--- config.mk ---
export PLATFORM = sky130hd
export DESIGN_NAME = mem_arbiter
export DESIGN_NICKNAME = d
export VERILOG_FILES = /design/src/rtl/mem_arbiter_pkg.sv /design/src/rtl/mem_arbiter_timer.sv /design/src/rtl/mem_arbiter.sv
export SDC_FILE = /design/constraint.sdc
export NUM_CORES = 1
export LEC_CHECK = 0
export ABC_AREA = 1
export BUFFER_PORTS_ARGS = -buffer_cell sky130_fd_sc_hd__buf_2
export CAP_MARGIN = 40
export CORE_AREA = 2 2 93 140
export CTS_BUF_LIST = sky130_fd_sc_hd__clkbuf_8
export CTS_CLUSTER_DIAMETER = 40
export DETAILED_ROUTE_END_ITERATION = 6
export DIE_AREA = 0 0 95 142
export GPL_ROUTABILITY_DRIVEN = 0
export PLACE_DENSITY = 0.87
export SLEW_MARGIN = 5
export SYNTH_ARGS = -nofsm -noshare
export SYNTH_HDL_FRONTEND = slang
export SYNTH_SLANG_ARGS = --single-unit
export TNS_END_PERCENT = 50
--- constraint.sdc ---
create_clock -name clk -period 3.25 [get_ports clk]
set_input_delay 0.975 -clock clk [delete_from_list [all_inputs] [get_ports clk]]
set_output_delay 0.975 -clock clk [all_outputs]
set_load 0.005 [all_outputs]
--- src/rtl/mem_arbiter_pkg.sv ---
// -----------------------------------------------------------------------------
// mem_arbiter_pkg
// Shared types for the memory arbiter: arbiter FSM states, the grant owner
// encoding, and the arbitration pick function that resolves contention
// between the fetch and data requesters.
// -----------------------------------------------------------------------------
package mem_arbiter_pkg;

   typedef enum logic [1:0] {
      IDLE   = 2'd0,
      GNT_IF = 2'd1,
      GNT_D  = 2'd2
   } arb_state_t;

   typedef enum logic {
      OWN_IF = 1'b0,
      OWN_D  = 1'b1
   } owner_t;

   // Data normally wins contention, but if data owned the previous completed
   // grant then fetch gets this one, so neither side can starve the other.
   function automatic owner_t pick_owner(input logic   i_if_req,
                                         input logic   i_d_req,
                                         input owner_t i_last);
      owner_t w_pick;
      if (i_if_req && i_d_req) begin
         w_pick = (i_last == OWN_D) ? OWN_IF : OWN_D;
      end else if (i_d_req) begin
         w_pick = OWN_D;
      end else begin
         w_pick = OWN_IF;
      end
      return w_pick;
   endfunction

endpackage

--- src/rtl/mem_arbiter_timer.sv ---
// -----------------------------------------------------------------------------
// arb_timer
// Wait-cycle counter for an outstanding bus transaction.
//   clk        rising-edge clock
//   rst_n      asynchronous active-low reset
//   i_clear    clears the count (asserted on the grant edge)
//   i_enable   counts one wait cycle (granted and no bus_ack this cycle)
//   o_expired  this wait cycle is the TIMEOUT-th one; the transaction must be
//              terminated with an error on the coming edge
// -----------------------------------------------------------------------------
module arb_timer #(
   parameter int TIMEOUT = 255
) (
   input  logic clk,
   input  logic rst_n,
   input  logic i_clear,
   input  logic i_enable,
   output logic o_expired
);

   localparam int CNT_W = $clog2(TIMEOUT + 1);

   logic [CNT_W-1:0] r_count;

   always_ff @(posedge clk or negedge rst_n) begin
      if (!rst_n) begin
         r_count <= '0;
      end else if (i_clear) begin
         r_count <= '0;
      end else if (i_enable) begin
         r_count <= r_count + 1'b1;
      end
   end

   // Flag the cycle whose increment would make the count reach TIMEOUT, so
   // the error response is registered on the same edge the count gets there.
   assign o_expired = i_enable && (r_count == CNT_W'(TIMEOUT - 1));

endmodule

--- src/rtl/mem_arbiter.sv ---
// -----------------------------------------------------------------------------
// mem_arbiter
// Two-master (instruction fetch, load/store) to one-slave bus arbiter with
// alternating fairness under contention and a bus_ack timeout.
//   clk, rst_n                    clock, asynchronous active-low reset
//   if_req/if_addr                fetch request and address
//   if_rdata/if_ack/if_err        fetch read data, completion pulse, timeout
//   d_req/d_we/d_addr/d_wdata/d_wstrb  load/store request
//   d_rdata/d_ack/d_err           load data, completion pulse, timeout
//   bus_req/bus_we/bus_addr/bus_wdata/bus_wstrb  downstream request (held
//                                 stable for the whole grant)
//   bus_rdata/bus_ack             downstream read data and completion
// -----------------------------------------------------------------------------
module mem_arbiter
   import mem_arbiter_pkg::*;
#(
   parameter int DATA_W  = 32,
   parameter int ADDR_W  = 32,
   parameter int TIMEOUT = 255
) (
   input  logic                clk,
   input  logic                rst_n,
   input  logic                if_req,
   input  logic [ADDR_W-1:0]   if_addr,
   output logic [DATA_W-1:0]   if_rdata,
   output logic                if_ack,
   output logic                if_err,
   input  logic                d_req,
   input  logic                d_we,
   input  logic [ADDR_W-1:0]   d_addr,
   input  logic [DATA_W-1:0]   d_wdata,
   input  logic [DATA_W/8-1:0] d_wstrb,
   output logic [DATA_W-1:0]   d_rdata,
   output logic                d_ack,
   output logic                d_err,
   output logic                bus_req,
   output logic                bus_we,
   output logic [ADDR_W-1:0]   bus_addr,
   output logic [DATA_W-1:0]   bus_wdata,
   output logic [DATA_W/8-1:0] bus_wstrb,
   input  logic [DATA_W-1:0]   bus_rdata,
   input  logic                bus_ack
);

   localparam int STRB_W = DATA_W / 8;

   arb_state_t        r_state;
   arb_state_t        w_state_next;
   owner_t            r_last;
   owner_t            w_pick;
   owner_t            w_owner;

   logic              r_bus_we;
   logic [ADDR_W-1:0] r_bus_addr;
   logic [DATA_W-1:0] r_bus_wdata;
   logic [STRB_W-1:0] r_bus_wstrb;
   logic [DATA_W-1:0] r_if_rdata;
   logic [DATA_W-1:0] r_d_rdata;
   logic              r_if_ack;
   logic              r_d_ack;
   logic              r_if_err;
   logic              r_d_err;

   logic              w_in_gnt;
   logic              w_if_req;
   logic              w_d_req;
   logic              w_grant;
   logic              w_done;
   logic              w_timeout;
   logic              w_tmr_en;
   logic              w_expired;

   assign w_in_gnt = (r_state == GNT_IF) || (r_state == GNT_D);
   assign w_owner  = (r_state == GNT_D) ? OWN_D : OWN_IF;

   // A requester is still holding req during its own ack cycle; masking it
   // there means only a req still high on the following cycle is a new one.
   assign w_if_req = if_req & ~r_if_ack;
   assign w_d_req  = d_req  & ~r_d_ack;
   assign w_pick   = pick_owner(w_if_req, w_d_req, r_last);

   assign w_tmr_en = w_in_gnt && !bus_ack;

   arb_timer #(
      .TIMEOUT (TIMEOUT)
   ) u_timer (
      .clk       (clk),
      .rst_n     (rst_n),
      .i_clear   (w_grant),
      .i_enable  (w_tmr_en),
      .o_expired (w_expired)
   );

   always_comb begin
      w_state_next = r_state;
      w_grant      = 1'b0;
      w_done       = 1'b0;
      w_timeout    = 1'b0;
      case (r_state)
         IDLE: begin
            if (w_if_req || w_d_req) begin
               w_grant      = 1'b1;
               w_state_next = (w_pick == OWN_D) ? GNT_D : GNT_IF;
            end
         end
         GNT_IF, GNT_D: begin
            // bus_ack takes priority over an expiry in the same cycle.
            if (bus_ack) begin
               w_done       = 1'b1;
               w_state_next = IDLE;
            end else if (w_expired) begin
               w_timeout    = 1'b1;
               w_state_next = IDLE;
            end
         end
         default: begin
            w_state_next = IDLE;
         end
      endcase
   end

   always_ff @(posedge clk or negedge rst_n) begin
      if (!rst_n) begin
         r_state <= IDLE;
         r_last  <= OWN_IF;
      end else begin
         r_state <= w_state_next;
         if (w_done || w_timeout) begin
            r_last <= w_owner;
         end
      end
   end

   // Downstream request fields are captured once at grant and then ignore the
   // requester inputs until the transaction ends.
   always_ff @(posedge clk or negedge rst_n) begin
      if (!rst_n) begin
         r_bus_we    <= 1'b0;
         r_bus_addr  <= '0;
         r_bus_wdata <= '0;
         r_bus_wstrb <= '0;
      end else if (w_grant) begin
         if (w_pick == OWN_D) begin
            r_bus_we    <= d_we;
            r_bus_addr  <= d_addr;
            r_bus_wdata <= d_wdata;
            r_bus_wstrb <= d_wstrb;
         end else begin
            r_bus_we    <= 1'b0;
            r_bus_addr  <= if_addr;
            r_bus_wdata <= '0;
            r_bus_wstrb <= '0;
         end
      end
   end

   // Completion responses: single-cycle ack/err pulses, rdata held until the
   // same owner's next completion (zero after a timeout).
   always_ff @(posedge clk or negedge rst_n) begin
      if (!rst_n) begin
         r_if_ack   <= 1'b0;
         r_d_ack    <= 1'b0;
         r_if_err   <= 1'b0;
         r_d_err    <= 1'b0;
         r_if_rdata <= '0;
         r_d_rdata  <= '0;
      end else begin
         r_if_ack <= 1'b0;
         r_d_ack  <= 1'b0;
         r_if_err <= 1'b0;
         r_d_err  <= 1'b0;
         if (w_done || w_timeout) begin
            if (w_owner == OWN_D) begin
               r_d_ack   <= 1'b1;
               r_d_err   <= w_timeout;
               r_d_rdata <= w_timeout ? '0 : bus_rdata;
            end else begin
               r_if_ack   <= 1'b1;
               r_if_err   <= w_timeout;
               r_if_rdata <= w_timeout ? '0 : bus_rdata;
            end
         end
      end
   end

   assign bus_req   = w_in_gnt;
   assign bus_we    = r_bus_we;
   assign bus_addr  = r_bus_addr;
   assign bus_wdata = r_bus_wdata;
   assign bus_wstrb = r_bus_wstrb;
   assign if_rdata  = r_if_rdata;
   assign if_ack    = r_if_ack;
   assign if_err    = r_if_err;
   assign d_rdata   = r_d_rdata;
   assign d_ack     = r_d_ack;
   assign d_err     = r_d_err;

endmodule
Word-level counts from Yosys, hierarchy flattened
Index checks and enable logic that the tools add are counted.
{ "totals": {"register_bits": 148, "in_bits": 138, "output_inout_bits": 138} }
{ "classes": {"addsub": 1, "n_eq_ne": 5, "mux": 31, "bitwise_logic": 5, "reduce_logical": 13} }
{ "op_table": {"columns": ["operator", "count"], "rows": [
  ["32-bit two-way mux", 3],
  ["1-bit two-way mux", 20],
  ["8-bit two-way mux", 2],
  ["8-bit by 1-bit adder with 8-bit output, second input constant", 1],
  ["8-bit equality test, second input constant", 1],
  ["2-bit two-way mux", 4],
  ["2-bit AND reduction", 3],
  ["4-bit two-way mux", 1],
  ["2-bit one-hot mux with 2 select lines", 1],
  ["1-bit logical AND", 3],
  ["1-bit logical OR", 3],
  ["3-bit by 2-bit != test with 1-bit output, second input constant", 1],
  ["1-bit inverter", 3],
  ["1-bit bitwise AND", 2],
  ["2-bit by 1-bit equality test with 1-bit output, second input constant", 1],
  ["2-bit equality test, second input constant", 1],
  ["2-bit zero test", 1],
  ["2-bit != test, second input constant", 1],
  ["2-bit nonzero test", 1],
  ["2-bit OR reduction", 1],
  ["1-bit zero test", 1]
]} }

Longest topological paths before layout
Gate-level depths: netlist of run 1.
{ "depth": {"depth_word": 9, "depth_mapped": 10, "depth_no_buf": 9} }

Modules after synthesis
Synthesis of run 1 repeated with hierarchy kept, for this count alone.
{ "hier_totals": {"hier_cells": 747, "hier_area_um2": 6388.6} }
{ "modules_own_cells": {"columns": ["mod", "instances", "cells_per_inst", "area_each_um2", "seq_area_each_um2"], "rows": [
  ["mem_arbiter", 1, 683, 5914.4, 3503.4],
  ["arb_timer", 1, 64, 474.2, 200.2]
]} }

Least setup slack after synthesis of run 1
No wires, ideal clock.
{ "synth_timing": {"path_type": "reg-to-output", "start": "register r_state[1]", "end": "output bus_req", "t_arrival_ps": 815, "required_time_ps": 2275, "path_slack_ps": 1460, "path_stages_with_launch": 3, "path_buffers": 0, "cell_sequence": "dfrtp_1 > inv_1 > ha_1"} }
{ "synth_between": {"elab_chain_len": 2} }
{ "synth_lines": {"columns": ["item", "line_no", "source"], "rows": [
  ["start, declared", "mem_arbiter.sv:47", "arb_state_t r_state;"],
  ["start signal, assigned", "mem_arbiter.sv:127", "r_state <= w_state_next;"],
  ["2-bit by 1-bit equality test with 1-bit output or 2-bit equality test (tied branches)", "mem_arbiter.sv:73", "assign w_in_gnt = (r_state == GNT_IF) || (r_state == GNT_D);"],
  ["1-bit logical OR *", "mem_arbiter.sv:73", null],
  ["end, declared", "mem_arbiter.sv:36", "output logic bus_req,"]
]} }
Every way passes the cells marked *; elsewhere a longest branch is shown, timed or not.

Worst setup path in the final report of run 1
{ "layout_timing": {"start": "register r_state[0]", "end": "output bus_req"} }
The elaborated chain is that of the path after synthesis.

==> results of run 1 <==
## metal layers
metal	wire length, µm	share of wire	up-vias	global-route usage
met5	0	0	-	0
met4	607	0.033	0	0.133
met3	1650	0.090	47	0.0842
met2	9550	0.52	311	0.473
met1	6410	0.35	2869	0.301
li1	-	-	2899	-
## flip-flops by register name, indices dropped and copies added, names as in the netlist
signal / count
bus_addr: 32
bus_wdata: 32
bus_we: 1
bus_wstrb: 4
d_ack: 1
d_err: 1
d_rdata: 32
if_ack: 1
if_err: 1
if_rdata: 32
r_last: 1
r_state: 2
u_timer.r_count: 8
## through the flow
step	setup WS (ns)	util	hold slack [ns]
floorplan	1.46	-	0.442
global placement	1.11	0.631	0.449
detailed placement	1.06	0.631	0.454
CTS	0.930	0.668	0.474
global route	0.860	0.668	0.493
finish	0.957	0.668	0.476
## synth_stat cells
master	n	area, µm²
a21oi_1	67	335
buf_2	29	145
buf_4	2	15.0
buf_6	6	67.6
clkbuf_1	15	56.3
clkinv_1	1	3.75
dfrtp_1	148	3700
ha_1	4	50.1
inv_1	16	60.1
inv_2	6	22.5
nand2_1	265	995
nand2_2	1	6.26
nand2_4	1	11.3
nand3_1	44	220
nand3_2	1	10.0
nand3_4	2	35.0
nand4_1	65	407
nor2_1	45	169
nor2_2	1	6.26
nor2_4	2	22.5
nor3_1	1	5.00
o21ai_0	1	5.00
o21ai_1	2	10.0
## path summary, 6_finish.rpt
check | cells past startpoint | slack (ns) | to | startpoint
min in group asynchronous | 1 | 0.51 | d_rdata[26] | rst_n
worst max-delay path | 3 | 0.96 | bus_req | r_state[0]
worst min-delay path | 2 | 0.48 | if_rdata[31] | if_rdata[31]
worst min register to register | 2 | 0.48 | if_rdata[31] | if_rdata[31]
max in group asynchronous | 2 | 2.02 | bus_wdata[1] | rst_n
worst max register to register | 6 | 1.04 | if_rdata[6] | r_state[1]
## worst reg2reg max path, delay by kind of cell (launching register included)
family	cells	cell delay (ns)
AND/OR/NAND/NOR	3	0.80
adder cells (fa/ha/maj)	1	0.32
flip-flops	1	0.38
buffers and inverters	2	0.61
## logic make-up (layout without fill, tap and decap cells)
logic type,count (synthesis),in the layout,share of synthesized area
AOI/OAI and AO/OA,70,70,0.0551
adders and majority gates,4,4,0.00787
buffers and inverters,75,341,0.0582
and+or+nand+nor,428,428,0.297
DFF,148,148,0.582
## cell type report
type	count	area, µm²	area share
clock inverters	14	199	0.0242
multi-input cells	502	2290	0.279
well taps	156	195	0.0237
inverters	23	86.3	0.0105
clock buffers	18	248	0.0301
flip-flops and latches	148	3700	0.450
repair buffers	286	1500	0.183
## power breakdown
group / leakage [nW] / internal (mW) / switching, mW
Sequential: 1.84 / 2.66 / 0.440
Combinational: 2.53 / 1.20 / 1.94
Clock: 0.212 / 0.866 / 0.729
Total: 4.59 / 4.73 / 3.11
==> impl_metrics.yaml, run 1 <==
routing:
  drtAntennaViolNets: 0
  drcViolationCount: 0
  drt_iter0_drc: 349
  via_count: 6126
  dr.pass1.iters: 5
  vias_per_cell: 5.34
  wirelength_mm: 18.2
  wl_per_cell_um: 15.9
finish:
  finalNetCount: 1120
  insertedDiodeCount: 0
  area_growth_pct: 29.3
  drive_above_1_share: 0.336
  post-route-cell-area_um2: 8230
  final_cell_mix: "274 x buf_2, 264 x nand2_1, 148 x dfrtp_1"
  final_common_cell: "buf_2"
  layoutNonFillerInstCount: 1147
  fillers: 1013
worst_setup_path:
  cp-start-kind: "register"
  critical_path_arrival_ns: 1.32
  crit_path_max_fanout: 2
  crit_type: "register to primary output"
  crit_family: "flip-flops"
  crit_chain: "inv_1 > ha_2 > buf_2"
  end_kind: "primary output"
  cpPeakStageDelay_ns: 0.38
  critPathRequiredTime_ns: 2.27
  slowest_stage: "dfrtp_1"
  path_buf_inv: 2
synth:
  ys_types: 23
  ys_warn_count: 0
  synthesis.nets: 867
  syn_avg_cell_area_um2: 8.77
  syn_inst: 725
  syn_area_um2: 6360
  ys_ff_latch: 148
  yosysSeqAreaShare: 0.582
timing:
  fmax_mhz: 436
  finalMaxSlewViolations: 0
  min_period_ns: 2.29
  tightest_slew_ns: 0.691
  setup_viol: 0
  finalSetupTns_ns: 0
  finalCritPeriodShare: 0.706
  slew-limit-headroom: 0.540
  fin_skew_ns: 0.0121
  rsz0062_at_grt: "no"
  hold_viol: 0
placement:
  dp.cells: 1115
  dp_hpwl_mm: 12.7
  port-buffer-count: 275
  dpl_cell_area_um2: 7780
outcome:
  outcome: "finished, final reports clean"
power:
  p_total_mw: 7.84
  irDropWorstVdd_mv: 0.716
  leakage_nw: 4.59
  power_density_nw_per_um2: 953
grt:
  grt_pass1_wl_mm: 28.7
  grt_start_max_net_pins: 78
  antenna_found_initial: 0
  grt_use_total: 0.273
  grt_pass1_vias: 5955
  grt-ovfl-total: 0
cts:
  htreeDepth: 4
  clockRootBuffer: "clkbuf_8"
  clk_latency_ns: 0.44
  cts_buffer_depth: 2
  ctsHoldBuffers: 0
  cts_num_sinks: 148
  post_cts_buffers: 0
  cts-resized-gates: 0
  tritoncts: "yes"
  cts_buffers: 17
  path_clk_slew_ns: 0.08
hold_path:
  min_path_type: "register to register"
die:
  coreArea_um2: 12300
  die-width_um: 95
  die_h_um: 142
  start_util: 0.516
  dieArea_um2: 13500
  row_count: 50
  pin_count: 276
job:
  cap_violations: 0
Power figures use the tool's default switching activity.
==> run 2: changes to the inputs <==
- CORE_AREA: 2 2 93 140 -> 2 2 97 145
- DIE_AREA: 0 0 95 142 -> 0 0 99 147
- PLACE_DENSITY: 0.87 -> 0.81
- clock period: 3.25 -> 2.2 ns (I/O delays scaled with it)
==> run 2 against run 1 <==
  * Combinational power is 47% higher
  * Final cell count is 0.87% higher
  * Die area is 7.9% higher
  * Global-route usage is 2.9 points lower
  * Sequential share of layout area is 0.17 points higher
  * Register-to-register slack worse by 0.65 ns
  * Clock-buffer cell count is 1 lower
  * Non-clock buffer count is 4 higher
  * Via count is 0.70% lower
  * Utilization is 5.3 points lower
  * Final area is 0.38% lower
  * Largest cell class unchanged
  * Highest routed layer unchanged
==> impl_metrics.yaml, run 2 (synthesized netlist as in run 1, its figures left out) <==
timing:
  rsz0062_at_grt: "no"
  setup_viol: 0
  finalMaxSlewViolations: 0
  hold_viol: 0
  min_period_ns: 2.05
  fmax_mhz: 488
  finalSetupTns_ns: 0
  slew-limit-headroom: 0.598
  finalCritPeriodShare: 0.931
  tightest_slew_ns: 0.601
  setup_ws_ns: 0.151
  fin_skew_ns: 0.0134
die:
  die-width_um: 99
  coreArea_um2: 13300
  start_util: 0.477
  die_h_um: 147
  pin_count: 276
  dieArea_um2: 14600
  row_count: 52
cts:
  tritoncts: "yes"
  cts_num_sinks: 148
  cts_buffers: 17
  clk_latency_ns: 0.45
  clockRootBuffer: "clkbuf_8"
  path_clk_slew_ns: 0.09
  htreeDepth: 4
  cts_buffer_depth: 2
  ctsHoldBuffers: 0
placement:
  pre_cts_slack_ns: 0.318
  dp_hpwl_mm: 12.7
  dp.cells: 1125
  port-buffer-count: 275
worst_setup_path:
  cp-startpoint: "r_state[0]"
  end_kind: "primary output"
  crit_path_max_fanout: 7
  crit_chain: "inv_1 > ha_4 > buf_2"
  r2r_setup_slack_ns: 0.39
  reg2reg_to: "d_rdata[8]"
  slowest_stage: "dfrtp_1"
  crit_type: "register to primary output"
  r2r_cells: 9
  r2r_start: "u_timer.r_count[0]"
  cp-start-kind: "register"
  cp-endpoint: "bus_req"
  critical_path_arrival_ns: 1.39
  critPathRequiredTime_ns: 1.54
  cpPeakStageDelay_ns: 0.37
power:
  irDropWorstVdd_mv: 0.829
  leakage_nw: 4.58
  power_density_nw_per_um2: 1360
finish:
  drive_above_1_share: 0.340
  final_cell_mix: "274 x buf_2, 264 x nand2_1, 148 x dfrtp_1"
  area_growth_pct: 28.8
  final_common_cell: "buf_2"
  finalNetCount: 1124
  insertedDiodeCount: 0
  layoutNonFillerInstCount: 1157
routing:
  wl_per_cell_um: 15.4
  drt_iter0_drc: 249
  vias_per_cell: 5.26
  drtAntennaViolNets: 0
  drcViolationCount: 0
  via_count: 6083
  dr.pass1.iters: 5
  wirelength_mm: 17.9
job:
  cap_violations: 0
grt:
  grt-ovfl-total: 0
  antenna_found_initial: 0
  grt_pass1_wl_mm: 28.7
  grt_use_total: 0.244
  grt_start_max_net_pins: 70
  grt_pass1_vias: 5922
outcome:
  outcome: "finished, final reports clean"
hold_path:
  min_path_type: "primary input to asynchronous set/reset pin"
run 2: cell types whose count changed in the layout (fill, tap and decap cells not counted), sizes merged:
cell | previous run | this run
bufinv | 4 | 0
buf | 286 | 290
inv | 27 | 30
clkinvlp | 5 | 3
clkbuf | 18 | 17
clkinv | 1 | 5
run 2: area by class of cell:
class,count,area [µm²]
fillers,1219,5140
flip-flops and latches,148,3700
multi-input cells,502,2300
repair buffers,290,1550
clock buffers,17,234
well taps,162,203
clock inverters,15,121
inverters,23,86.3
run 2: critical path: cells and delay by family (launching register included):
kind	cells	cell delay (ns)
adder cells (fa/ha/maj)	1	0.35
flip-flops	1	0.37
buffers and inverters	2	0.24
run 2: how the worst min path moves through the flow:
stage               cells after the start         from      endpoint  slack [ns]
global route                            1        rst_n  bus_wdata[6]        0.10
detailed placement                      2  if_rdata[2]   if_rdata[2]        0.45
finish                                  1        rst_n  bus_wdata[6]        0.09
global placement                        2  if_rdata[4]   if_rdata[4]        0.45
floorplan                               0        rst_n   bus_addr[0]        0.36
CTS                                     1        rst_n  bus_wdata[6]        0.09
run 2: where the power goes:
part	total, mW	internal [mW]	leakage, nW	switching, mW
logic	4.63	1.83	2.56	2.80
registers	4.59	3.93	1.84	0.659
clock network	1.94	0.809	0.178	1.13
total	11.2	6.58	4.58	4.59
run 2: what timing repair did:
item,4_1_cts,5_1_grt
gates resized for setup,1,0
setup buffers,0,0
endpoints found under the hold margin,0,0
endpoints found under the setup margin,1,0
run 2: routing by layer:
layer  vias to the layer above  wire (µm)  GRT usage
met1                      2858       6700      0.300
met4                         0        608      0.107
met2                       273       9180      0.412
li1                       2908          -          -
met5                         -          0          0
met3                        44       1380     0.0538
run 2: metrics by stage:
stage	total power, mW	hold WS, ns	utilization	area, µm²
3_3_place_gp	9.12	0.450	0.587	7830
4_1_cts	11.3	0.0902	0.614	8200
2_1_floorplan	7.21	0.364	-	6360
6_report	11.2	0.0943	0.614	8200
5_1_grt	12.0	0.102	0.614	8200
3_5_place_dp	9.29	0.454	0.587	7830
==> run 3: changes to the inputs <==
- CTS_BUF_LIST: sky130_fd_sc_hd__clkbuf_8 -> sky130_fd_sc_hd__clkbuf_4
- PLACE_DENSITY: 0.81 -> 0.77
==> run 3 against run 2 <==
  * Global-route usage increased by 0.063 points
  * Clock skew grew 0.013 ns
  * Flip-flop and latch count is the same
  * Fmax is 0.50% lower
  * Setup slack got worse by 0.010 ns
  * Hold slack improved by 0.25 ns
  * Via count shrank 1.1%
  * Critical path depth unchanged
  * Final area up 0.12%
  * Final cell count up 0.43%
  * Wire length grew 1.9%
  * Non-clock buffer count is 4 higher
==> impl_metrics.yaml, run 3 (synthesized netlist as in run 1, its figures left out) <==
timing:
  tightest_slew_ns: 0.654
  rsz0062_at_grt: "no"
  setup_viol: 0
  finalMaxSlewViolations: 0
  finalCritPeriodShare: 0.936
  fin_skew_ns: 0.0268
  finalSetupTns_ns: 0
  slew-limit-headroom: 0.564
  hold_viol: 0
  fmax_mhz: 486
  min_period_ns: 2.06
  setup_ws_ns: 0.141
grt:
  grt_pass1_vias: 5690
  grt_use_total: 0.245
  grt_pass1_wl_mm: 28.7
  grt-ovfl-total: 0
  antenna_found_initial: 2
  grt_start_max_net_pins: 65
worst_setup_path:
  slowest_stage: "dfrtp_1"
  cp-start-kind: "register"
  path_buf_inv: 2
  critical_path_arrival_ns: 1.40
  critPathRequiredTime_ns: 1.54
  crit_chain: "inv_1 > ha_4 > buf_2"
  end_kind: "primary output"
  crit_family: "flip-flops"
  crit_type: "register to primary output"
  crit_path_max_fanout: 5
  cpPeakStageDelay_ns: 0.38
routing:
  wl_per_cell_um: 15.7
  topRoutingLayerUsed: "met5"
  vias_per_cell: 5.18
  via_count: 6017
  met3_length_mm: 1.34
  dr.pass1.iters: 5
  drcViolationCount: 0
  dr_wl_met2_mm: 9.30
  wirelength_mm: 18.2
  drtAntennaViolNets: 0
  wl_met1_mm: 7.14
  drt_iter0_drc: 248
cts:
  htreeDepth: 4
  clk_latency_ns: 0.53
  tritoncts: "yes"
  cts_num_sinks: 148
  cts_buffers: 17
  clockRootBuffer: "clkbuf_4"
  cts_buffer_depth: 2
  path_clk_slew_ns: 0.14
die:
  die-width_um: 99
  start_util: 0.477
  pin_count: 276
  dieArea_um2: 14600
  die_h_um: 147
  row_count: 52
  coreArea_um2: 13300
placement:
  port-buffer-count: 275
  pre_cts_slack_ns: 0.404
  dp_hpwl_mm: 12.9
  dp.cells: 1126
hold_path:
  min_path_type: "primary input to register"
finish:
  final_cell_mix: "274 x buf_2, 264 x nand2_1, 148 x dfrtp_1"
  seqCellArea_um2: 3700
  final_common_cell: "buf_2"
  layoutNonFillerInstCount: 1162
  fillers: 1208
  area_growth_pct: 29.0
  final_util: 0.615
  drive_above_1_share: 0.340
  multi_input_area_um2: 2300
  finalNetCount: 1128
job:
  cap_violations: 0
power:
  irDropWorstVdd_mv: 0.646
  power_density_nw_per_um2: 1360
  leakage_nw: 4.59
outcome:
  outcome: "finished, final reports clean"
run 3: metrics by stage:
step	hold slack (ns)	area (µm²)	total power [mW]
2_1_floorplan	0.364	6360	7.21
3_3_place_gp	0.450	7840	9.14
3_5_place_dp	0.454	7840	9.27
4_1_cts	0.291	8190	11.2
5_1_grt	0.297	8210	12.1
6_report	0.341	8210	11.2
run 3: repair_timing:
item	CTS	global route
setup buffers	0	2
endpoints found under the setup margin	1	1
hold buffers	1	0
pin swaps	0	1
hold endpoints to repair	14	0
resized for setup	1	0
run 3: area by class of cell:
cell class                 count  share of cell area
clock inverter                15              0.0247
timing repair buffer         294               0.192
tap                          162              0.0247
sequential                   148               0.451
inverter                      23              0.0105
clock buffer                  17              0.0156
multi-input combinational    502               0.281
antenna                        1            0.000305
run 3: final timing paths:
path / depth (start not counted) / start / slack [ns] / to
worst max-delay path: 3 / r_state[0] / 0.14 / bus_req
worst min-delay path: 3 / d_wdata[2] / 0.34 / bus_wdata[2]
worst max register to register: 9 / u_timer.r_count[0] / 0.44 / d_rdata[5]
worst min register to register: 2 / d_rdata[1] / 0.48 / d_rdata[1]
max in group asynchronous: 3 / rst_n / 0.97 / if_rdata[9]
min in group asynchronous: 2 / rst_n / 0.60 / bus_wdata[1]
run 3: worst register-to-register path, cell delays in order, from the launching register on:
cell and delay, ns:
dfrtp_1 0.44, inv_1 0.11, ha_1 0.15, nand2_1 0.05, nor2_1 0.11, nand2_2 0.10
nand2_4 0.09, nand3_4 0.35, nand2_1 0.20, nand2_1 0.07
run 3: where the power goes:
part | internal (mW) | switching [mW] | total, mW | leakage [nW]
clock network | 0.913 | 1.01 | 1.93 | 0.168
logic | 1.85 | 2.82 | 4.67 | 2.58
registers | 3.92 | 0.644 | 4.57 | 1.84
total | 6.69 | 4.48 | 11.2 | 4.59
run 3: metal layers:
layer	track usage	vias up
met3	0.0623	32
met5	0	-
li1	-	2919
met2	0.409	251
met1	0.308	2813
met4	0.0877	2
